File: src/rtl/mul_div_seq_pkg.sv
// Shared definitions for the sequential multiply/divide unit:
// FSM states, operation encoding and ALU control words.
package mul_div_seq_pkg;

  typedef enum logic [1:0] {
    S_IDLE = 2'd0,
    S_RUN  = 2'd1,
    S_DONE = 2'd2
  } state_t;

  localparam logic OP_MUL = 1'b0;
  localparam logic OP_DIV = 1'b1;

  typedef struct packed {
    logic sr;
    logic ss;
    logic na;
    logic nb;
    logic xo;
    logic no;
    logic ic;
    logic ci;
  } alu_cw_t;

  localparam alu_cw_t CW_ADD = '{sr: 1'b0, ss: 1'b0, na: 1'b0, nb: 1'b0,
                                 xo: 1'b0, no: 1'b0, ic: 1'b0, ci: 1'b0};
  // Subtract is a + ~b + 1, so carry out high means no borrow.
  localparam alu_cw_t CW_SUB = '{sr: 1'b0, ss: 1'b0, na: 1'b0, nb: 1'b1,
                                 xo: 1'b0, no: 1'b0, ic: 1'b0, ci: 1'b1};

endpackage

File: src/rtl/mul_div_seq_alu.sv
// Combinational ALU shared by the multiply and divide iterations:
// optional operand inversion, add or xor, optional shift right, output/carry inversion.
module mul_div_seq_alu
  import mul_div_seq_pkg::*;
#(
  parameter int W = 16
) (
  input  logic [W-1:0] a,
  input  logic [W-1:0] b,
  input  alu_cw_t      cw,
  output logic [W-1:0] out,
  output logic         cf
);

  logic [W-1:0] aa;
  logic [W-1:0] bb;
  logic [W:0]   pre;
  logic [W-1:0] shifted;

  always_comb begin
    aa = cw.na ? ~a : a;
    bb = cw.nb ? ~b : b;
    if (cw.xo) begin
      pre = {1'b0, aa ^ bb};
    end else begin
      pre = {1'b0, aa} + {1'b0, bb} + {{W{1'b0}}, cw.ci};
    end
    // ss selects an arithmetic shift by replicating the top bit.
    shifted = cw.sr ? {cw.ss & pre[W-1], pre[W-1:1]} : pre[W-1:0];
    out     = cw.no ? ~shifted : shifted;
    cf      = cw.sr ? pre[0] : (pre[W] ^ cw.ic);
  end

endmodule

File: src/rtl/mul_div_seq.sv
// Sequential 16-bit unsigned multiplier / divider: one shift-add or
// restoring-divide step per cycle through a single shared ALU.
module mul_div_seq
  import mul_div_seq_pkg::*;
#(
  parameter int W = 16
) (
  input  logic         clk,
  input  logic         rst,
  input  logic         start,
  input  logic         op,
  input  logic [W-1:0] opa,
  input  logic [W-1:0] opb,
  output logic         busy,
  output logic         done,
  output logic [W-1:0] res_hi,
  output logic [W-1:0] res_lo,
  output logic         dz
);

  state_t       state_q, state_d;
  logic [3:0]   step_q, step_d;
  logic         op_q, op_d;
  logic [W-1:0] hi_q, hi_d;
  logic [W-1:0] lo_q, lo_d;
  logic [W-1:0] m_q, m_d;
  logic         dz_q, dz_d;
  logic         busy_q, busy_d;
  logic         done_q, done_d;

  logic [W-1:0] alu_a, alu_b, alu_out, rs;
  alu_cw_t      alu_cw;
  logic         alu_cf;

  mul_div_seq_alu #(.W(W)) u_alu (
    .a   (alu_a),
    .b   (alu_b),
    .cw  (alu_cw),
    .out (alu_out),
    .cf  (alu_cf)
  );

  // hi/lo/m hold H/L/M for multiply and R/Q/D for divide.
  always_comb begin
    rs = {hi_q[W-2:0], lo_q[W-1]};
    if (op_q == OP_MUL) begin
      alu_a  = hi_q;
      alu_b  = lo_q[0] ? m_q : '0;
      alu_cw = CW_ADD;
    end else begin
      alu_a  = rs;
      alu_b  = m_q;
      alu_cw = CW_SUB;
    end
  end

  always_comb begin
    state_d = state_q;
    step_d  = step_q;
    op_d    = op_q;
    hi_d    = hi_q;
    lo_d    = lo_q;
    m_d     = m_q;
    dz_d    = dz_q;
    unique case (state_q)
      S_IDLE: begin
        if (start) begin
          op_d   = op;
          dz_d   = 1'b0;
          step_d = '0;
          hi_d   = '0;
          if (op == OP_DIV && opb == '0) begin
            state_d = S_DONE;
            dz_d    = 1'b1;
            hi_d    = opa;
            lo_d    = '1;
            m_d     = opb;
          end else begin
            state_d = S_RUN;
            lo_d    = (op == OP_MUL) ? opb : opa;
            m_d     = (op == OP_MUL) ? opa : opb;
          end
        end
      end
      S_RUN: begin
        if (op_q == OP_MUL) begin
          hi_d = {alu_cf, alu_out[W-1:1]};
          lo_d = {alu_out[0], lo_q[W-1:1]};
        end else if (hi_q[W-1] | alu_cf) begin
          hi_d = alu_out;
          lo_d = {lo_q[W-2:0], 1'b1};
        end else begin
          hi_d = rs;
          lo_d = {lo_q[W-2:0], 1'b0};
        end
        step_d = step_q + 4'd1;
        if (step_q == 4'd15) begin
          state_d = S_DONE;
        end
      end
      S_DONE: begin
        state_d = S_IDLE;
      end
      default: begin
        state_d = S_IDLE;
      end
    endcase
    busy_d = (state_d != S_IDLE);
    done_d = (state_d == S_DONE);
  end

  always_ff @(posedge clk or posedge rst) begin
    if (rst) begin
      state_q <= S_IDLE;
      step_q  <= '0;
      op_q    <= OP_MUL;
      hi_q    <= '0;
      lo_q    <= '0;
      m_q     <= '0;
      dz_q    <= 1'b0;
      busy_q  <= 1'b0;
      done_q  <= 1'b0;
    end else begin
      state_q <= state_d;
      step_q  <= step_d;
      op_q    <= op_d;
      hi_q    <= hi_d;
      lo_q    <= lo_d;
      m_q     <= m_d;
      dz_q    <= dz_d;
      busy_q  <= busy_d;
      done_q  <= done_d;
    end
  end

  assign busy   = busy_q;
  assign done   = done_q;
  assign res_hi = hi_q;
  assign res_lo = lo_q;
  assign dz     = dz_q;

endmodule
File: config.mk
export PLATFORM = sky130hd
export DESIGN_NAME = mul_div_seq
export DESIGN_NICKNAME = d
export VERILOG_FILES = /design/src/rtl/mul_div_seq_pkg.sv /design/src/rtl/mul_div_seq_alu.sv /design/src/rtl/mul_div_seq.sv
export SDC_FILE = /design/constraint.sdc
export NUM_CORES = 1
export LEC_CHECK = 0
export CELL_PAD_IN_SITES_DETAIL_PLACEMENT = 1
export CELL_PAD_IN_SITES_GLOBAL_PLACEMENT = 2
export CORE_MARGIN = 2
export CORE_UTILIZATION = 36
export DETAILED_ROUTE_END_ITERATION = 6
export PLACE_DENSITY = 0.87
export RECOVER_POWER = 100
export REMOVE_ABC_BUFFERS = 1
export SLEW_MARGIN = 20
export SYNTH_ARGS = -nofsm -noshare
export SYNTH_HDL_FRONTEND = slang
export SYNTH_SLANG_ARGS = --single-unit
File: constraint.sdc
create_clock -name clk -period 6.7 [get_ports clk]
set_input_delay 1.34 -clock clk [delete_from_list [all_inputs] [get_ports clk]]
set_output_delay 1.34 -clock clk [all_outputs]
set_load 0.05 [all_outputs]
# After elaboration in Yosys (flattened, before gate mapping)
# Index checks and enable logic that the tools add are counted.
# word_totals
latchBits,0
ramBits,0
memories,0
mem_bits_ro,0
input_bits,36
reg_bits,58
elab_cells,60
out_inout_bits,35
# classes
n_shift,0
order_cmp,0
bitwise_logic,7
n_reduce_logical,7
n_mul,0
muxes,30
addsub,3
n_eq_ne,4
div_mod_pow,0
# op_table
op,count
16-bit 2-to-1 mux,17
16-bit one-hot mux with 2 select lines,2
16-bit inverter,3
16-bit by 16-bit adder with 17-bit output,1
17-bit by 1-bit adder with 17-bit output,1
17-bit 2-to-1 mux,1
16-bit zero test,1
16-bit bitwise XOR,1
4-bit one-hot mux with 2 select lines,1
2-bit 2-to-1 mux,3
5-bit 2-to-1 mux,1
4-bit by 1-bit adder with 4-bit output (second input constant),1
4-bit equality test (second input constant),1
4-bit 2-to-1 mux,1
2-bit one-hot mux with 2 select lines,1
2-bit AND reduction,2
2-bit nonzero test,2
1-bit 2-to-1 mux,3
2-bit by 1-bit equality test with 1-bit output (second input constant),1
2-bit equality test (second input constant),1
2-bit zero test,1
2-bit != test (second input constant),1
1-bit bitwise AND (first input constant),1
1-bit logical AND,1
2 further kinds,2

# Longest topological paths before layout
# Gate-level depths: netlist (run 1).
# logic_depth
word_depth,14
mapped_depth,15

# Modules after synthesis
# Synthesis (run 1) repeated with hierarchy kept, for this count alone.
# unflattened
hier_cells,599
area_unflattened_um2,5071.1
# modules_own_cells
module,cells_each,area_per_inst_um2,seq_area_each_um2,n_inst
mul_div_seq,391,3524.6,1451.4,1
mul_div_seq_alu,208,1546.5,0.0,1

# Worst setup path after synthesis (run 1)
# OpenSTA, ideal clock, no wires.
# synth_timing
kind,register -> register
from,register op_q
to,"register hi_q[1], in the netlist res_hi[1]"
synth_period_minus_slack_ns,3.842
t_arrival_ns,3.710
path_slack_ns,2.858
setup_time_ns,0.132
path_stages_with_launch,15
required_time_ns,6.568
path_cell_list,dfrtp_1 clkbuf_1 clkbuf_1 clkbuf_1 mux2i_1 fa_1 a211o_1 a2111oi_4 o31ai_2 o41ai_4 o31a_1 buf_4 buf_6 mux2i_1 o21ai_1
# synth_between
elab_chain_cells,12
# synth_lines
item,line_no,source
start: declaration,mul_div_seq.sv:23,"logic op_q, op_d;"
start signal: assignment,mul_div_seq.sv:126,op_q <= op_d;
16-bit 2-to-1 mux,mul_div_seq.sv:46,if (op_q == OP_MUL) begin
"16-bit inverter, on equally long branches","mul_div_seq_alu.sv:21, mul_div_seq_alu.sv:22",
"16-bit 2-to-1 mux, on equally long branches","mul_div_seq_alu.sv:21, mul_div_seq_alu.sv:22",
16-bit by 16-bit adder with 17-bit output,mul_div_seq_alu.sv:26,"pre = {1'b0, aa} + {1'b0, bb} + {{W{1'b0}}, cw.ci};"
17-bit by 1-bit adder with 17-bit output,mul_div_seq_alu.sv:26,
17-bit 2-to-1 mux,mul_div_seq_alu.sv:23,if (cw.xo) begin
1-bit bitwise XOR or 16-bit 2-to-1 mux (tied branches),"mul_div_seq_alu.sv:31, mul_div_seq_alu.sv:29",
1-bit 2-to-1 mux or 16-bit inverter (tied branches),"mul_div_seq_alu.sv:31, mul_div_seq_alu.sv:30",
1-bit OR or 16-bit 2-to-1 mux (tied branches),"mul_div_seq.sv:89, mul_div_seq_alu.sv:30",
16-bit 2-to-1 mux,mul_div_seq.sv:89,end else if (hi_q[W-1] | alu_cf) begin
16-bit 2-to-1 mux (*),mul_div_seq.sv:86,if (op_q == OP_MUL) begin
16-bit one-hot mux with 2 select lines (*),mul_div_seq.sv:65,unique case (state_q)
end signal: assignment,mul_div_seq.sv:127,hi_q <= hi_d;
end: declaration,mul_div_seq.sv:24,"logic [W-1:0] hi_q, hi_d;"
# Mark *: on every way between the ends. The rest lies on a longest branch, timed or not.
# A chain may end at the register's enable or synchronous reset.

# Worst setup path after layout (run 1)
# layout_timing
from,input op
to,"register hi_q[15], in the netlist res_hi[15]"
# layout_between
elab_chain_cells,4
# layout_lines
item,line_no,source
start: declaration,mul_div_seq.sv:11,"input logic op,"
1-bit logical AND,mul_div_seq.sv:72,if (op == OP_DIV && opb == '0) begin
16-bit 2-to-1 mux,mul_div_seq.sv:72,
16-bit 2-to-1 mux,mul_div_seq.sv:67,if (start) begin
16-bit one-hot mux with 2 select lines,mul_div_seq.sv:65,
# Every way passes these cells. The select of a mux whose other input is x is not followed.

==> flow_summary.ini, run 1 <==
[routing]
post_drt_via_cell_ratio = 5.778
drt_iter0_drc = 133
wl_um = 13650
drc = 0
ant_nets = 0
num_vias = 3877
firstDrtPassIters = 4
post_drt_wl_per_cell_um = 20.34

[hold_path]
hp-class = register to register
holdPathStages = 1

[worst_setup_path]
crit_type = input pin to register
endpoint = res_hi[15]
r2r_start = op_q
critPathCaptureType = register
r2r_slack_ns = 2.35
r2r.worst_path.cells = 11
worstPathArrival_ns = 5.50
required_ns = 6.93
reg2reg_to = res_hi[15]
crit_start = op
crit_path_max_fanout = 34
startpoint_type = input pin

[floorplanning]
die_h_um = 113.7
die_w_um = 113.7
die_area_um2 = 12940
start_util_pct = 36.55
pin_count = 71
core_area_um2 = 11860
rows = 40

[cells_and_area]
fin_cells = 671
utilization_pct = 45.79
layout-drive-gt1-share_pct = 9.733
nNetsFinal = 573
area_delta_synth_final_pct = 25.28
diodes = 0

[clock_network]
post_cts_buffers = 0
clock_sinks = 58
htree_levels = 3
post_cts_resized = 0
cts_buffer_depth = 2
cts_buffers = 9
cts_tree = yes
root_buffer = clkbuf_16
insertion_delay_ns = 0.34
hold_buffers = 0
cts.clk_slew.worst_paths_ns = 0.06

[sta]
setup_viol = 0
slew_violations = 131
fin_skew_ns = 0.009313
finalCritPeriodShare_pct = 78.68
rsz0062_at_grt = no
tightest_slew_ns = 3.294
period_minus_slack_ns = 5.272
fin_setup_tns_ns = 0
max_freq_ghz = 0.1897
hold_viol = 0
max_slew_margin_pct = -119.6

[global_route]
grt_pass1_vias = 4167
antenna_found_initial = 0
grt_overflow = 0
grt_usage_pct = 22.23
grt_max_degree = 59
grt_pass1_wl_um = 22410

[run_status]
failed_checks = capacitance limit, slew limit
status = complete, but fails checks

[logic_synthesis]
yosysSeqAreaShare_pct = 33.48
ys_async_sr_fraction_pct = 100.0
synthCells = 463
synth-seq-cells = 58
syn_area_um2 = 4335
synth_warnings = 0
synth_enable_flop_cells = 0
synth_area_per_cell_um2 = 9.364
ys_types = 51
ys.flop_type = dfrtp_1

[place]
dp_cells = 656
portBuffers = 70
hpwl_um = 9745
gp_congestion = 0.8792

[flow_run]
maxCapViolCount = 3
[state kept, by name, indices dropped and copies added, names as in the netlist]
signal and cells:
dz 1, res_lo 16, done 1, state_q 2, busy 1, res_hi 16
m_q 16, op_q 1, step_q 4
[synthesized netlist by cell type, types with 4 or more instances]
| library cell | number | area share (%) |
|---|---|---|
| clkbuf_1 | 21 | 1.8 |
| a21oi_1 | 28 | 3.2 |
| dfrtp_1 | 58 | 33 |
| nor2_1 | 13 | 1.1 |
| mux2_2 | 28 | 7.3 |
| inv_1 | 5 | 0.43 |
| xnor2_1 | 9 | 1.8 |
| o21ai_1 | 56 | 6.5 |
| nor3_1 | 5 | 0.58 |
| xor2_1 | 6 | 1.2 |
| a22o_1 | 15 | 3.0 |
| nand2_1 | 50 | 4.3 |
| nand3_1 | 5 | 0.58 |
| nor2b_1 | 4 | 0.58 |
| a31oi_1 | 4 | 0.58 |
| mux2i_1 | 62 | 14 |
| buf_1 | 6 | 0.52 |
| ha_1 | 16 | 4.6 |
| o221ai_1 | 16 | 3.2 |
| a21o_1 | 11 | 1.9 |
[how the worst min path moves through the flow]
stage                   start  slack (ns)   endpoint
global route               dz        0.53         dz
CTS                        dz        0.49         dz
finish                     dz        0.47         dz
detailed placement         dz        0.47         dz
global placement    step_q[3]        0.46  step_q[3]
floorplan           step_q[3]        0.44  step_q[3]
[per-layer routing]
metal | GRT usage, % | wire length [um]
met1 | 29.17 | 6245
met2 | 37.64 | 6845
met3 | 4.888 | 382
met4 | 5.122 | 172
met5 | 0 | 0
[placed cells by master (no fill, tap or decap), types with 2 or more instances in the layout]
master           count
mux2i_1             62
dfrtp_1             57
nand2_1             50
o21ai_0             49
dlygate4sd3_1       37
clkdlybuf4s50_1     32
a21oi_1             28
mux2_2              28
o221ai_1            16
ha_1                16
a22o_1              15
nor2_1              13
a21o_1              11
o21ai_1             10
xnor2_1              9
clkbuf_16            9
clkbuf_1             7
xor2_1               6
nand3_1              5
nor3_1               5
nor2b_1              4
inv_1                4
a31oi_1              4
buf_4                4
nand4_1              3
a211o_1              2
a211oi_1             2
nand2b_1             2
or4_1                2
and3_1               2
o21bai_1             2
a221oi_1             2
a22oi_1              2
o22ai_1              2
bufinv_16            2
[stage by stage]
step	instance area, um^2	hold WS, ns	worst slack, ns
2_1_floorplan	4200	0.4406	1.894
3_3_place_gp	5144	0.4608	2.163
3_5_place_dp	5144	0.4730	2.052
5_1_grt	5431	0.5254	1.130
6_report	5431	0.4740	1.428
4_1_cts	5455	0.4857	2.016
[kinds of logic (layout without fill, tap and decap cells)]
group | after synthesis | count (layout) | share of synthesized area [%]
flip-flops | 58 | 58 | 33.48
buffers and inverters | 38 | 99 | 3.636
AND/OR/NAND/NOR | 91 | 91 | 9.437
AO/OA/AOI/OAI | 154 | 154 | 23.75
XOR/XNOR | 15 | 15 | 3.030
adder cells (fa/ha/maj) | 17 | 17 | 5.079
multiplexers | 90 | 90 | 21.59
[layout make-up]
| class | instances | area, um^2 |
|---|---|---|
| Fill cell | 1350 | 6430 |
| Clock buffer | 12 | 246.5 |
| Inverter | 6 | 22.52 |
| Multi-Input combinational cell | 367 | 2721 |
| Tap cell | 147 | 183.9 |
| Clock inverter | 3 | 65.06 |
| Timing Repair Buffer | 78 | 739.5 |
| Sequential cell | 58 | 1453 |
[critical path, cell delays in order]
cell	delay [ns]
clkbuf_1	1.61
or4b_1	0.54
nor3_1	0.21
nand3_1	0.24
nor2_1	0.16
clkbuf_1	0.77
a211o_1	0.26
nor2_1	0.05
a221oi_1	0.30
Power of run 1 is left out: the tool's default activity adds up to more than one toggle a clock period on the data nets, which glitch-free logic cannot reach.
==> run 2: changes to the inputs <==
--- a/config.mk
+++ b/config.mk
@@ -8,9 +8,9 @@
 export CELL_PAD_IN_SITES_DETAIL_PLACEMENT = 1
 export CELL_PAD_IN_SITES_GLOBAL_PLACEMENT = 2
 export CORE_MARGIN = 2
-export CORE_UTILIZATION = 36
+export CORE_UTILIZATION = 30
 export DETAILED_ROUTE_END_ITERATION = 6
-export PLACE_DENSITY = 0.87
+export PLACE_DENSITY = 0.77
 export RECOVER_POWER = 100
 export REMOVE_ABC_BUFFERS = 1
 export SLEW_MARGIN = 20
==> constraint.sdc (replaced) <==
create_clock -name clk -period 4.5 [get_ports clk]
set_input_delay 0.9 -clock clk [delete_from_list [all_inputs] [get_ports clk]]
set_output_delay 0.9 -clock clk [all_outputs]
set_load 0.05 [all_outputs]
==> run 2 against run 1 <==
Against the previous run:
- the run still ends with capacitance limit, slew limit left
- non-clock buffer count up 3
- first-iteration DRC count up 17%
- sequential share of layout area down 0.28 points
- worst setup slack worse by 1.1 ns
- via count down 0.62%
- register-to-register slack worse by 2.0 ns
- clock skew down 0.0015 ns
- hold slack better by 0.0035 ns
- die area up 19%
- core utilization down 6.6 points
- highest routed layer unchanged
==> flow_summary.ini, run 2 (synthesis results as in run 1) <==
[run_status]
status = complete, but fails checks
failed_checks = capacitance limit, slew limit

[place]
dp_cells = 692
portBuffers = 70
gp_congestion = 0.8448
hpwl_um = 10330

[sta]
tightest_slew_ns = 1.635
slew_violations = 40
finalCritPeriodShare_pct = 91.75
setup_viol = 0
period_minus_slack_ns = 4.129
hold_viol = 0
max_freq_ghz = 0.2422
fin_skew_ns = 0.007766
rsz0062_at_grt = no
max_slew_margin_pct = -9.152

[worst_setup_path]
r2r_start = op_q
r2r_slack_ns = 0.37
required_ns = 4.73
r2r.worst_path.cells = 12
startpoint_type = register
reg2reg_to = res_hi[14]
crit_type = register to register
crit_path_max_fanout = 20
worstPathArrival_ns = 4.35
crit_start = op_q
critPathCaptureType = register
endpoint = res_hi[14]

[floorplanning]
pin_count = 71
die_h_um = 124.2
die_w_um = 124.2
die_area_um2 = 15430
start_util_pct = 30.99
core_area_um2 = 13990
rows = 43

[routing]
drt_iter0_drc = 155
firstDrtPassIters = 4
post_drt_wl_per_cell_um = 19.99
wl_um = 14150
post_drt_via_cell_ratio = 5.442
drc = 0
ant_nets = 0
num_vias = 3853

[clock_network]
post_cts_resized = 0
htree_levels = 3
post_cts_buffers = 0
cts_buffers = 9
cts_buffer_depth = 2
root_buffer = clkbuf_16
hold_buffers = 0
cts_tree = yes
cts.clk_slew.worst_paths_ns = 0.06
insertion_delay_ns = 0.33
clock_sinks = 58

[global_route]
grt_overflow = 0
grt_pass1_wl_um = 23470
grt_pass1_vias = 4180
grt_usage_pct = 18.91
antenna_found_initial = 0
grt_max_degree = 41

[cells_and_area]
layout-drive-gt1-share_pct = 10.98
fillCellCount = 1611
fin_cells = 708
area_delta_synth_final_pct = 26.61
nNetsFinal = 576
final_common_cell = mux2i_1
final_cell_mix = mux2i_1 (62), dfrtp_1 (57), nand2_1 (50), o21ai_0 (46), dlygate4sd3_1 (38)
diodes = 0

[flow_run]
maxCapViolCount = 1

[hold_path]
hp-class = register to register
## run 2: worst max-delay path, cell delays in order (launching register included)
cell       delay, ns
dfrtp_2         0.54
nor2b_1         0.72
mux2_2          0.31
ha_1            0.31
o21a_1          0.27
a2111oi_4       0.41
o31ai_2         0.18
o41ai_4         0.31
o31a_1          0.17
buf_4           0.30
mux2i_1         0.22
o21ai_0         0.10
a21o_1          0.18
## run 2: per-stage QoR
step | util [%] | setup TNS [ns] | hold slack [ns] | setup slack, ns | instance area (um^2)
after global placement | 37.23 | 0 | 0.4611 | 0.6124 | 5207
after global routing | 39.24 | 0 | 0.5061 | 0.04705 | 5489
after floorplan | - | -2.567 | 0.4406 | -0.2640 | 4200
final | 39.24 | 0 | 0.4776 | 0.3714 | 5489
after detailed placement | 37.25 | 0 | 0.4737 | 0.3678 | 5210
after CTS | 39.36 | 0 | 0.4855 | 0.3433 | 5507
## run 2: final cells by class
cell class | instances | area (um^2) | share of cell area, %
Clock inverter | 5 | 53.80 | 0.9802
Multi-Input combinational cell | 367 | 2729 | 49.72
Tap cell | 180 | 225.2 | 4.103
Sequential cell | 58 | 1453 | 26.46
Clock buffer | 11 | 242.7 | 4.422
Timing Repair Buffer | 81 | 763.2 | 13.90
Inverter | 6 | 22.52 | 0.4103
## run 2: worst min path at each step
stage               depth (start not counted)   endpoint  startpoint
floorplan                                   1  step_q[3]   step_q[3]
global placement                            1  step_q[3]   step_q[3]
detailed placement                          1         dz          dz
CTS                                         1         dz          dz
global route                                1         dz          dz
finish                                      1         dz          dz
## run 2: metal layers
metal  global-route usage, %  vias to the layer above  routed length (um)  share of wire [%]
met1                   25.69                     1929                6751                 48
met5                       0                        -                   0                  0
met4                   4.891                        0                 202                1.4
li1                        -                     1854                   -                  -
met3                   3.270                       15                 445                3.1
met2                   31.18                       55                6750                 48
Power of run 2 is left out for the same reason.
